**src/rtl/spi_ram_arbiter.sv**
```systemverilog
// Two-requester round-robin arbiter and command sequencer for the SPI-side
// single-port RAM. Each accepted transaction becomes an address command
// followed by a data/read command. The result goes back to the requester
// that issued the transaction.
module spi_ram_arbiter #(
  parameter int RD_TIMEOUT = 4
) (
  input  logic       clk,
  input  logic       rst_n,
  // requester 0
  input  logic       req0_valid,
  output logic       req0_ready,
  input  logic       req0_wr,
  input  logic [7:0] req0_addr,
  input  logic [7:0] req0_wdata,
  output logic       rsp0_valid,
  output logic [7:0] rsp0_rdata,
  output logic       rsp0_err,
  // requester 1
  input  logic       req1_valid,
  output logic       req1_ready,
  input  logic       req1_wr,
  input  logic [7:0] req1_addr,
  input  logic [7:0] req1_wdata,
  output logic       rsp1_valid,
  output logic [7:0] rsp1_rdata,
  output logic       rsp1_err,
  // RAM command port
  output logic [9:0] ram_din,
  output logic       ram_rx_valid,
  input  logic [7:0] ram_dout,
  input  logic       ram_tx_valid
);

  localparam int TW = $clog2(RD_TIMEOUT + 1);

  localparam logic [1:0] OP_WADDR = 2'b00;
  localparam logic [1:0] OP_WDATA = 2'b01;
  localparam logic [1:0] OP_RADDR = 2'b10;
  localparam logic [1:0] OP_READ  = 2'b11;

  typedef enum logic [1:0] {
    IDLE,
    CMD_ADDR,
    CMD_DATA,
    RD_WAIT
  } state_t;

  state_t          state;
  logic            last_grant;   // id granted most recently; reset to 1 so requester 0 wins first
  logic            cur_id;
  logic            cur_wr;
  logic [7:0]      cur_addr;
  logic [7:0]      cur_wdata;
  logic [TW-1:0]   timer;

  logic            grant_vld;
  logic            grant_id;
  logic            sel_wr;
  logic [7:0]      sel_addr;
  logic [7:0]      sel_wdata;

  // Round-robin grant decision, only offered while idle and out of reset.
  always_comb begin
    // NOTE: every output of a combinational block gets a default first so no latch is inferred.
    grant_vld = 1'b0;
    grant_id  = 1'b0;
    if (rst_n && state == IDLE) begin
      if (req0_valid && req1_valid) begin
        grant_vld = 1'b1;
        grant_id  = ~last_grant;
      end else if (req0_valid) begin
        grant_vld = 1'b1;
        grant_id  = 1'b0;
      end else if (req1_valid) begin
        grant_vld = 1'b1;
        grant_id  = 1'b1;
      end
    end
  end

  assign req0_ready = grant_vld && !grant_id;
  assign req1_ready = grant_vld &&  grant_id;

  assign sel_wr    = grant_id ? req1_wr    : req0_wr;
  assign sel_addr  = grant_id ? req1_addr  : req0_addr;
  assign sel_wdata = grant_id ? req1_wdata : req0_wdata;

  // Transaction sequencer; all RAM and response outputs are registered here.
  always_ff @(posedge clk or negedge rst_n) begin
    if (!rst_n) begin
      state        <= IDLE;
      last_grant   <= 1'b1;
      cur_id       <= 1'b0;
      cur_wr       <= 1'b0;
      cur_addr     <= '0;
      cur_wdata    <= '0;
      timer        <= '0;
      ram_din      <= '0;
      ram_rx_valid <= 1'b0;
      rsp0_valid   <= 1'b0;
      rsp0_rdata   <= '0;
      rsp0_err     <= 1'b0;
      rsp1_valid   <= 1'b0;
      rsp1_rdata   <= '0;
      rsp1_err     <= 1'b0;
    end else begin
      // NOTE: sequential state uses non-blocking assignments so every register samples pre-edge values.
      // Pulsed outputs default to zero; the cases below raise them for one cycle.
      ram_din      <= '0;
      ram_rx_valid <= 1'b0;
      rsp0_valid   <= 1'b0;
      rsp0_rdata   <= '0;
      rsp0_err     <= 1'b0;
      rsp1_valid   <= 1'b0;
      rsp1_rdata   <= '0;
      rsp1_err     <= 1'b0;

      case (state)
        IDLE: begin
          if (grant_vld) begin
            cur_id       <= grant_id;
            cur_wr       <= sel_wr;
            cur_addr     <= sel_addr;
            cur_wdata    <= sel_wdata;
            last_grant   <= grant_id;
            ram_rx_valid <= 1'b1;
            ram_din      <= {sel_wr ? OP_WADDR : OP_RADDR, sel_addr};
            state        <= CMD_ADDR;
          end
        end

        CMD_ADDR: begin
          ram_rx_valid <= 1'b1;
          ram_din      <= cur_wr ? {OP_WDATA, cur_wdata} : {OP_READ, 8'h00};
          state        <= CMD_DATA;
        end

        CMD_DATA: begin
          if (cur_wr) begin
            if (cur_id) rsp1_valid <= 1'b1;
            else        rsp0_valid <= 1'b1;
            state <= IDLE;
          end else begin
            timer <= '0;
            state <= RD_WAIT;
          end
        end

        RD_WAIT: begin
          if (ram_tx_valid) begin
            if (cur_id) begin
              rsp1_valid <= 1'b1;
              rsp1_rdata <= ram_dout;
            end else begin
              rsp0_valid <= 1'b1;
              rsp0_rdata <= ram_dout;
            end
            state <= IDLE;
          end else if (timer == TW'(RD_TIMEOUT - 1)) begin
            // Counter reaches RD_TIMEOUT on this edge: abort the read.
            if (cur_id) begin
              rsp1_valid <= 1'b1;
              rsp1_err   <= 1'b1;
            end else begin
              rsp0_valid <= 1'b1;
              rsp0_err   <= 1'b1;
            end
            timer <= '0;
            state <= IDLE;
          end else begin
            timer <= timer + 1'b1;
          end
        end

        default: state <= IDLE;
      endcase
    end
  end

endmodule

```
**config.mk**
```make
export PLATFORM = sky130hd
export DESIGN_NAME = spi_ram_arbiter
export DESIGN_NICKNAME = d
export VERILOG_FILES = /design/src/rtl/spi_ram_arbiter.sv
export SDC_FILE = /design/constraint.sdc
export NUM_CORES = 1
export LEC_CHECK = 0
export ABC_AREA = 1
export CORE_UTILIZATION = 43
export CTS_CLUSTER_SIZE = 16
export DETAILED_ROUTE_END_ITERATION = 8
export PLACE_DENSITY = 0.92
export SYNTH_ARGS = -nofsm -noshare
export SYNTH_HDL_FRONTEND = slang
export SYNTH_SLANG_ARGS = --single-unit
```
**constraint.sdc**
```tcl
create_clock -name clk -period 1.7 [get_ports clk]
set_input_delay 0.255 -clock clk [delete_from_list [all_inputs] [get_ports clk]]
set_output_delay 0.255 -clock clk [all_outputs]
set_load 0.05 [all_outputs]
```
==> results.sh <==
export IMPL_status="finished clean"
export IMPL_place_ws_ns=0.02213
export IMPL_cts_tree="done"
export IMPL_start_util_pct=45.03
export IMPL_track_usage_pct=21.50
export IMPL_synth_nets=279
export IMPL_rows=24
export IMPL_port_buffers=79
export IMPL_cts_buffer_depth=2
export IMPL_syn_area_per_cell_um2=8.547
export IMPL_path_class="reg2out"
export IMPL_grt_pass1_vias=1765
export IMPL_power_leakage_nw=1.761
export IMPL_ys_warn_count=0
export IMPL_final_min_clock_period_ns=1.655
export IMPL_placed_cell_area_um2=2856
export IMPL_holdWs_ns=0.1159
export IMPL_routed_wl_mm=4.849
export IMPL_worst_clock_skew_ns=0.006106
export IMPL_layout_drive_gt1_share_pct=16.72
export IMPL_timing_fmax_ghz=0.6043
export IMPL_grt_pass1_wl_mm=8.176
export IMPL_rsz0062_at_grt="true"
export IMPL_path_clk_slew_ns=0.09
export IMPL_hold_class="in2async"
export IMPL_nNetsFinal=376
export IMPL_power_density_nw_per_um2=1414
export IMPL_setup_viol=0
export IMPL_synth_simple_area_share_pct=28.64
export IMPL_dpl_cell_count=367
export IMPL_yosys_area_share_xor_xnor_pct=0
export IMPL_ir_drop_uv=609.4
export IMPL_area_delta_synth_final_pct=54.12
export IMPL_drc_errors=0
export IMPL_die_width_um=69.76
export IMPL_hold_viol=0
export IMPL_synth_compound_area_share_pct=2.408
export IMPL_die_h_um=69.76
export IMPL_relSlewSlack_pct=66.41
export IMPL_synth_distinct_cells=18
export IMPL_final_core_util_pct=69.41
export IMPL_clk_latency_ns=0.30
export IMPL_yosys_area_share_adder_pct=0.6337
export IMPL_via_per_inst=4.661
export IMPL_setup_ws_ns=0.04528
export IMPL_synth_seq_area_share_pct=59.63
export IMPL_die_area_um2=4866
export IMPL_dp_hpwl_mm=3.659
export IMPL_coreArea_um2=4384
export IMPL_grt_overflow=0
export IMPL_synth_seq_cells=47
export IMPL_routedWlPerCell_um=12.73
export IMPL_routabilityCongestion=0.8393
export IMPL_drt_iter0_drc=100
export IMPL_worstMarginPinSlew_ns=0.5030
export IMPL_finalCritPeriodShare_pct=97.34
export IMPL_worstPathRequired_ns=1.44
export IMPL_antenna_cells=0
export IMPL_startpoint_type="register"
export IMPL_cts_sink_count=47
export IMPL_muxShareOfSynthArea_pct=0
export IMPL_htreeDepth=2
export IMPL_design_area_um2=3043
export IMPL_endpoint_kind="output port"
export IMPL_maxSlewViolCount=0
export IMPL_clk_root_buffer_cell="clkbuf_8"
export IMPL_first_pass_iters=4
export IMPL_vias=1776
export IMPL_cp_data_arrival_time_ns=1.40
export IMPL_worstPathMaxFanout=3
export IMPL_syn_inst=231
export IMPL_grt_max_degree=41
export IMPL_synth_top_family_by_area="simple AND/OR/NAND/NOR gates"
export IMPL_finalNonFillerCells=381
export IMPL_antenna_found_initial=0
export IMPL_drv_cap=0
export IMPL_ioPinCount=80
export IMPL_cts_inserted_buffers=5
export IMPL_netlist_area_um2=1974
export IMPL_postRouteAntennaNets=0
==> critical path: stages (launching register included) <==
cell and delay, ns:
dfrtp_1 0.44, nor2_4 0.16, nand2_2 0.11, nor2_4 0.11
nand2_2 0.08, inv_2 0.07, buf_12 0.13
==> synthesized netlist by cell type <==
master	n	share of area (%)
nand2_2	3	0.95
nor2_2	3	0.95
dfrtp_1	46	58
nor2_1	27	5.1
nand2_1	61	12
a21oi_1	3	0.76
ha_1	1	0.63
buf_6	1	0.57
o21bai_1	1	0.38
nor2_4	2	1.1
inv_1	38	7.2
o21ai_1	3	0.76
buf_2	2	0.51
nor3_1	18	4.6
o21ai_0	2	0.51
nand3_1	17	4.3
dfstp_2	1	1.3
inv_2	2	0.38
==> cell usage in the layout, fill, tap and decap left out, drive strengths merged <==
master,instances
dlygate4sd2,7
clkdlybuf4s50,45
dfrtp,46
inv,41
nor3,18
nand2,64
nand3,17
dlymetal6s2s,8
bufinv,1
ha,1
dfstp,1
a21oi,3
o21ai,5
clkinvlp,1
nor2,32
dlygate4sd3,2
o21bai,1
buf,31
clkbuf,5
==> per-layer routing <==
metal,track usage (%),part of all wire (%),wire length [um],up-vias
met1,26.45,41,1991,806
li1,-,-,-,895
met2,36.54,52,2506,67
met3,5.378,5.9,285,8
met4,7.778,1.4,66,0
met5,0,0,0,-
==> per-stage QoR <==
step                setup TNS (ns)  total power [mW]
floorplan                        0             2.765
global placement                 0             3.384
detailed placement               0             3.439
CTS                              0             4.282
global route              -0.01332             4.548
finish                           0             4.303
==> layout make-up <==
type                       count  area (um^2)
timing repair buffer          93        899.6
multi-input combinational    141        635.6
tap                           52        65.06
sequential                    47         1177
fill                         330         1341
clock inverter                 3        46.29
clock buffer                   5        68.82
inverter                      40        150.1
==> cell families after synthesis <==
group	Yosys count
buffers and inverters	43
AOI/OAI and AO/OA	9
adders and majority gates	1
DFF	47
and+or+nand+nor	131
==> repair_timing <==
action                     CTS  global route
gates resized for setup     10            11
hold buffers                 2             0
pin swaps                    1             1
setup buffers                0             4
setup endpoints to repair    9            10
hold endpoints to repair     6             0
==> state kept, by name (all words and copies together) (netlist names) <==
| register | count |
|---|---|
| rsp0_valid | 1 |
| cur_wr | 1 |
| ram_rx_valid | 1 |
| rsp0_rdata | 8 |
| ram_din | 10 |
| last_grant | 1 |
| cur_id | 1 |
| rsp0_err | 1 |
| rsp1_rdata | 8 |
| rsp1_err | 1 |
| timer | 3 |
| rsp1_valid | 1 |
| state | 2 |
| cur_wdata | 8 |
==> path summary, 6_finish.rpt <==
path | depth (start not counted) | start | to | slack [ns]
max reg2reg | 8 | state[1]$_DFFE_PN0P_ | cur_wdata[2]$_DFFE_PN0P_ | 0.26
max in group asynchronous | 2 | rst_n | cur_wdata[3]$_DFFE_PN0P_ | 0.99
min reg2reg | 2 | last_grant$_DFFE_PN1P_ | last_grant$_DFFE_PN1P_ | 0.48
min in group clk | 6 | rst_n | ram_din[1]$_DFF_PN0_ | 0.46
max | 6 | state[1]$_DFFE_PN0P_ | req0_ready | 0.05
min | 2 | rst_n | cur_wdata[6]$_DFFE_PN0P_ | 0.12
==> power breakdown <==
| part | switching [mW] | leakage (nW) | internal [mW] |
|---|---|---|---|
| logic | 1.23 | 1.09 | 0.650 |
| registers | 0.162 | 0.612 | 1.43 |
| clock network | 0.387 | 0.0548 | 0.443 |
| total | 1.78 | 1.76 | 2.52 |
No activity file was read; power rests on OpenSTA's default activity.
==> RTL change 1: new RTL, same settings <==
Set the parameter `RD_TIMEOUT` to 8 (it was 4).
--- a/src/rtl/spi_ram_arbiter.sv
+++ b/src/rtl/spi_ram_arbiter.sv
@@ -4,5 +4,5 @@
 // that issued the transaction.
 module spi_ram_arbiter #(
-  parameter int RD_TIMEOUT = 4
+  parameter int RD_TIMEOUT = 8
 ) (
   input  logic       clk,
Function: changed (Yosys sat finds a counterexample within 10 cycles, from zero or initial values and one cycle with rst_n low).
==> RTL change 1 against the original RTL <==
Cell area up 3.3%; setup slack worse by 0.0099 ns; largest power group unchanged; sequential cell count up 1; fmax down 0.59%; routed wire length shrank 1.6%; critical endpoint is now rsp0_rdata[2]; critical path depth down 5; die area rose by 6.8%; sequential share of layout area decreased by 0.41 points; total power grew 2.3%; synthesized area rose by 7.0%; highest routed layer unchanged.
==> RTL change 1: results (changes against the original RTL) <==
[critical_path]
worst-path-max-fanout = 1  ; -2
setup.reg_to_reg.worst_slack_ns = 0.39  ; +0.13 ns
worstRegToRegCells = 7  ; -1
critical_path.slowest_cell = sky130_fd_sc_hd__clkdlybuf4s50_1
critical-path-max-stage-delay_ns = 0.79  ; +0.35 ns

[layout]
layout_cells_sized_above_1 = 0.151  ; -0.0158
final_nets = 385  ; +2.4%
fillers = 347  ; +5.2%

[power]
leakage_power_nw = 1.79  ; +1.7%
vdd.ir_drop.worst_v = 0.000677  ; +11%

[placement]
routabilityCongestion = 0.769  ; -8.4%
dpl.hpwl_um = 3620  ; -1.1%
pre_cts_slack_ns = 0.0846  ; +0.0624 ns

[logic_synthesis]
synth_xor_xnor_area_share = 0.00415  ; +0.00415
arithmetic_cell_share_of_the_synthesized_area_counting_full_adders_half_adders_and_majority_gates = 0.00592  ; -0.000413
synth.area.top_cells = sky130_fd_sc_hd__dfrtp_1, sky130_fd_sc_hd__nand2_1, sky130_fd_sc_hd__inv_1
synth.top_cells.by_count = sky130_fd_sc_hd__nand2_1, sky130_fd_sc_hd__dfrtp_1, sky130_fd_sc_hd__inv_1
synth_cell_types = 21  ; +3
synth_cells = 247  ; +6.9%

[route]
vias_per_cell = 4.54  ; -2.5%
detail_route.iter0.violations = 105  ; +5.0%

[global_routing]
first_global_vias = 1785  ; +1.1%
grt_first_pass_wirelength_um = 7670  ; -6.2%
gr-usage-all-layers = 0.192  ; -0.0232
grt_start_max_net_pins = 34  ; -17%

[timing]
max_clock_freq_mhz = 601  ; -0.59%
fin_skew_ns = 0.00575  ; -0.000360 ns

[status]
run_status = finished clean

## RTL change 1: final cells by class
type / count / share of cell area
sequential: 48 / 0.383
timing repair buffer: 87 / 0.270
multi-input combinational: 150 / 0.226
inverter: 45 / 0.0537
tap: 67 / 0.0267
clock buffer: 5 / 0.0219
clock inverter: 2 / 0.0191
## RTL change 1: metal layers
metal / track usage / wire length, um / vias to the layer above
li1: - / - / 929
met1: 0.227 / 1930 / 816
met2: 0.342 / 2470 / 83
met3: 0.0500 / 291 / 8
met4: 0.0588 / 80 / 0
met5: 0 / 0 / -
## RTL change 1: timing repair
item / CTS / global route
hold buffers: 1 / 0
gates resized for setup: 0 / 11
buffers inserted: 0 / 1
hold endpoints to repair: 3 / 0
endpoints found under the setup margin: 0 / 10
## RTL change 1: through the flow
| stage | cell area [um2] | utilization |
|---|---|---|
| 2_1_floorplan | 2110 | - |
| 3_3_place_gp | 2970 | 0.629 |
| 3_5_place_dp | 2970 | 0.629 |
| 4_1_cts | 3110 | 0.659 |
| 5_1_grt | 3140 | 0.666 |
| 6_report | 3140 | 0.666 |
## RTL change 1: logic make-up (layout without fill, tap and decap cells)
| logic type | Yosys count | count (layout) |
|---|---|---|
| simple gates | 141 | 141 |
| buf+inv | 49 | 139 |
| flops | 48 | 48 |
| compound gates | 7 | 7 |
| fa+ha+maj | 1 | 1 |
| xor+xnor | 1 | 1 |
## RTL change 1: how the worst min path moves through the flow
stage	endpoint	slack [ns]	cells after the start
after detailed placement	cur_wdata[0]	0.13	1
after CTS	last_grant	0.02	1
after global routing	last_grant	0.007	1
final	last_grant	0.02	1
after global placement	cur_wdata[0]	0.13	1
after floorplan	cur_id	-0.04	0
## RTL change 1: report_power, final
group | internal [mW] | switching, mW
logic | 0.614 | 1.23
registers | 1.46 | 0.173
clock network | 0.578 | 0.352
==> RTL change 2: new RTL, config.mk and constraints unchanged <==
Made on the original files. Re-encode `state_t` (4 states) as Gray code, 2 bits wide.
--- a/src/rtl/spi_ram_arbiter.sv
+++ b/src/rtl/spi_ram_arbiter.sv
@@ -41,8 +41,8 @@
 
   typedef enum logic [1:0] {
-    IDLE,
-    CMD_ADDR,
-    CMD_DATA,
-    RD_WAIT
+    IDLE     = 2'b00,
+    CMD_ADDR = 2'b01,
+    CMD_DATA = 2'b11,
+    RD_WAIT  = 2'b10
   } state_t;
 
Behaviour: no difference found for any inputs over 10 cycles, from zero or initial values and one cycle with rst_n low; not proved beyond that.
==> RTL change 2 against the original RTL <==
Synthesized area is 0.51% lower; setup slack got worse by 0.016 ns; hold slack improved by 0.026 ns; non-clock buffer count is 8 lower; highest routed layer unchanged; routed wire length shrank 9.2%; critical endpoint unchanged; total power shrank 1.1%; sequential cell count did not move; cell area decreased by 3.5%.
==> RTL change 2: results (changes against the original RTL) <==
[power]
sw_frac_of_total = 0.417  ; +0.00369
seqPwrFrac = 0.376  ; +0.006
combinational_fraction_of_design_power = 0.434  ; -0.003
leakage_power_nw = 1.68  ; -4.4%
vdd.ir_drop.worst_v = 0.000656  ; +7.6%

[logic_synthesis]
synth_nets = 260  ; -6.8%
synth_cell_types = 24  ; +6
syn_avg_cell_area_um2 = 9.27  ; +8.4%
yosys-mux-area-fraction = 0.00510  ; +0.00510
complex_gate_fraction_of_the_synthesized_area = 0.0554  ; +0.0313
synth_sequential_area_ratio = 0.599  ; +0.00304

[global_routing]
grt_first_pass_wirelength_um = 7520  ; -8.0%
gr-usage-all-layers = 0.202  ; -0.0134
first_global_vias = 1670  ; -5.4%

[placement]
dpl-instance-area_mm2 = 0.00279  ; -2.4%
number_of_cells_after_detailed_placement = 343  ; -6.5%
dpl.hpwl_um = 3240  ; -11%

[route]
detail_route.iter0.violations = 94  ; -6.0%
vias = 1666  ; -6.2%
drt-wirelength-per-cell_um = 12.5  ; -1.7%

[critical_path]
critical-path-max-stage-delay_ns = 0.56  ; +0.12 ns
worst-path-max-fanout = 5  ; +2
reg2reg_from = state[0]
critical_path.slowest_cell = sky130_fd_sc_hd__dfstp_2
worstRegToRegCells = 7  ; -1
cpLargestDelayFamily = flip-flops
worst-endpoint-arrival_ns = 1.42  ; +0.02 ns

[timing]
fin_skew_ns = 0.00746  ; +0.00136 ns

[layout]
final_nets = 347  ; -7.7%

[status]
run_status = finished clean

==> RTL change 2: changes by cell type after synthesis, moves of 2 or more <==
cell | unedited run | this run
sky130_fd_sc_hd__o21ai_1 | 3 | 8
sky130_fd_sc_hd__o21ai_0 | 2 | 6
sky130_fd_sc_hd__nor2_1 | 27 | 25
sky130_fd_sc_hd__nand2_1 | 61 | 53
sky130_fd_sc_hd__nand3_1 | 17 | 8
sky130_fd_sc_hd__nor2_2 | 3 | 1
sky130_fd_sc_hd__inv_1 | 38 | 23
==> RTL change 2: layout make-up <==
class	instances	area (um2)
Sequential cell	47	1180
Timing Repair Buffer	85	826
Multi-Input combinational cell	135	661
Fill cell	349	1450
Tap cell	52	65.1
Clock inverter	3	43.8
Clock buffer	5	68.8
Inverter	25	93.8
==> RTL change 2: through the flow <==
step / utilization / TNS (ns) / setup WS, ns / hold slack [ns] / power (mW)
6_report: 0.670 / 0 / 0.0297 / 0.142 / 4.25
5_1_grt: 0.670 / -0.0407 / -0.0407 / 0.197 / 4.52
4_1_cts: 0.664 / -0.00132 / -0.00132 / 0.174 / 4.29
3_5_place_dp: 0.636 / 0 / 0.0773 / 0.460 / 3.46
3_3_place_gp: 0.636 / 0 / 0.131 / 0.462 / 3.40
2_1_floorplan: - / 0 / 0.294 / -0.0406 / 2.85
==> RTL change 2: routing by layer <==
layer / global-route usage / part of all wire
met1: 0.239 / 0.42
met2: 0.341 / 0.50
met3: 0.0422 / 0.052
met4: 0.111 / 0.021
met5: 0 / 0
==> RTL change 2: repair_timing <==
| item | 4_1_cts | 5_1_grt |
|---|---|---|
| endpoints found under the setup margin | 4 | 11 |
| pin swaps | 1 | 1 |
| hold buffers | 0 | 0 |
| gates resized for setup | 3 | 11 |
| setup buffers | 1 | 0 |
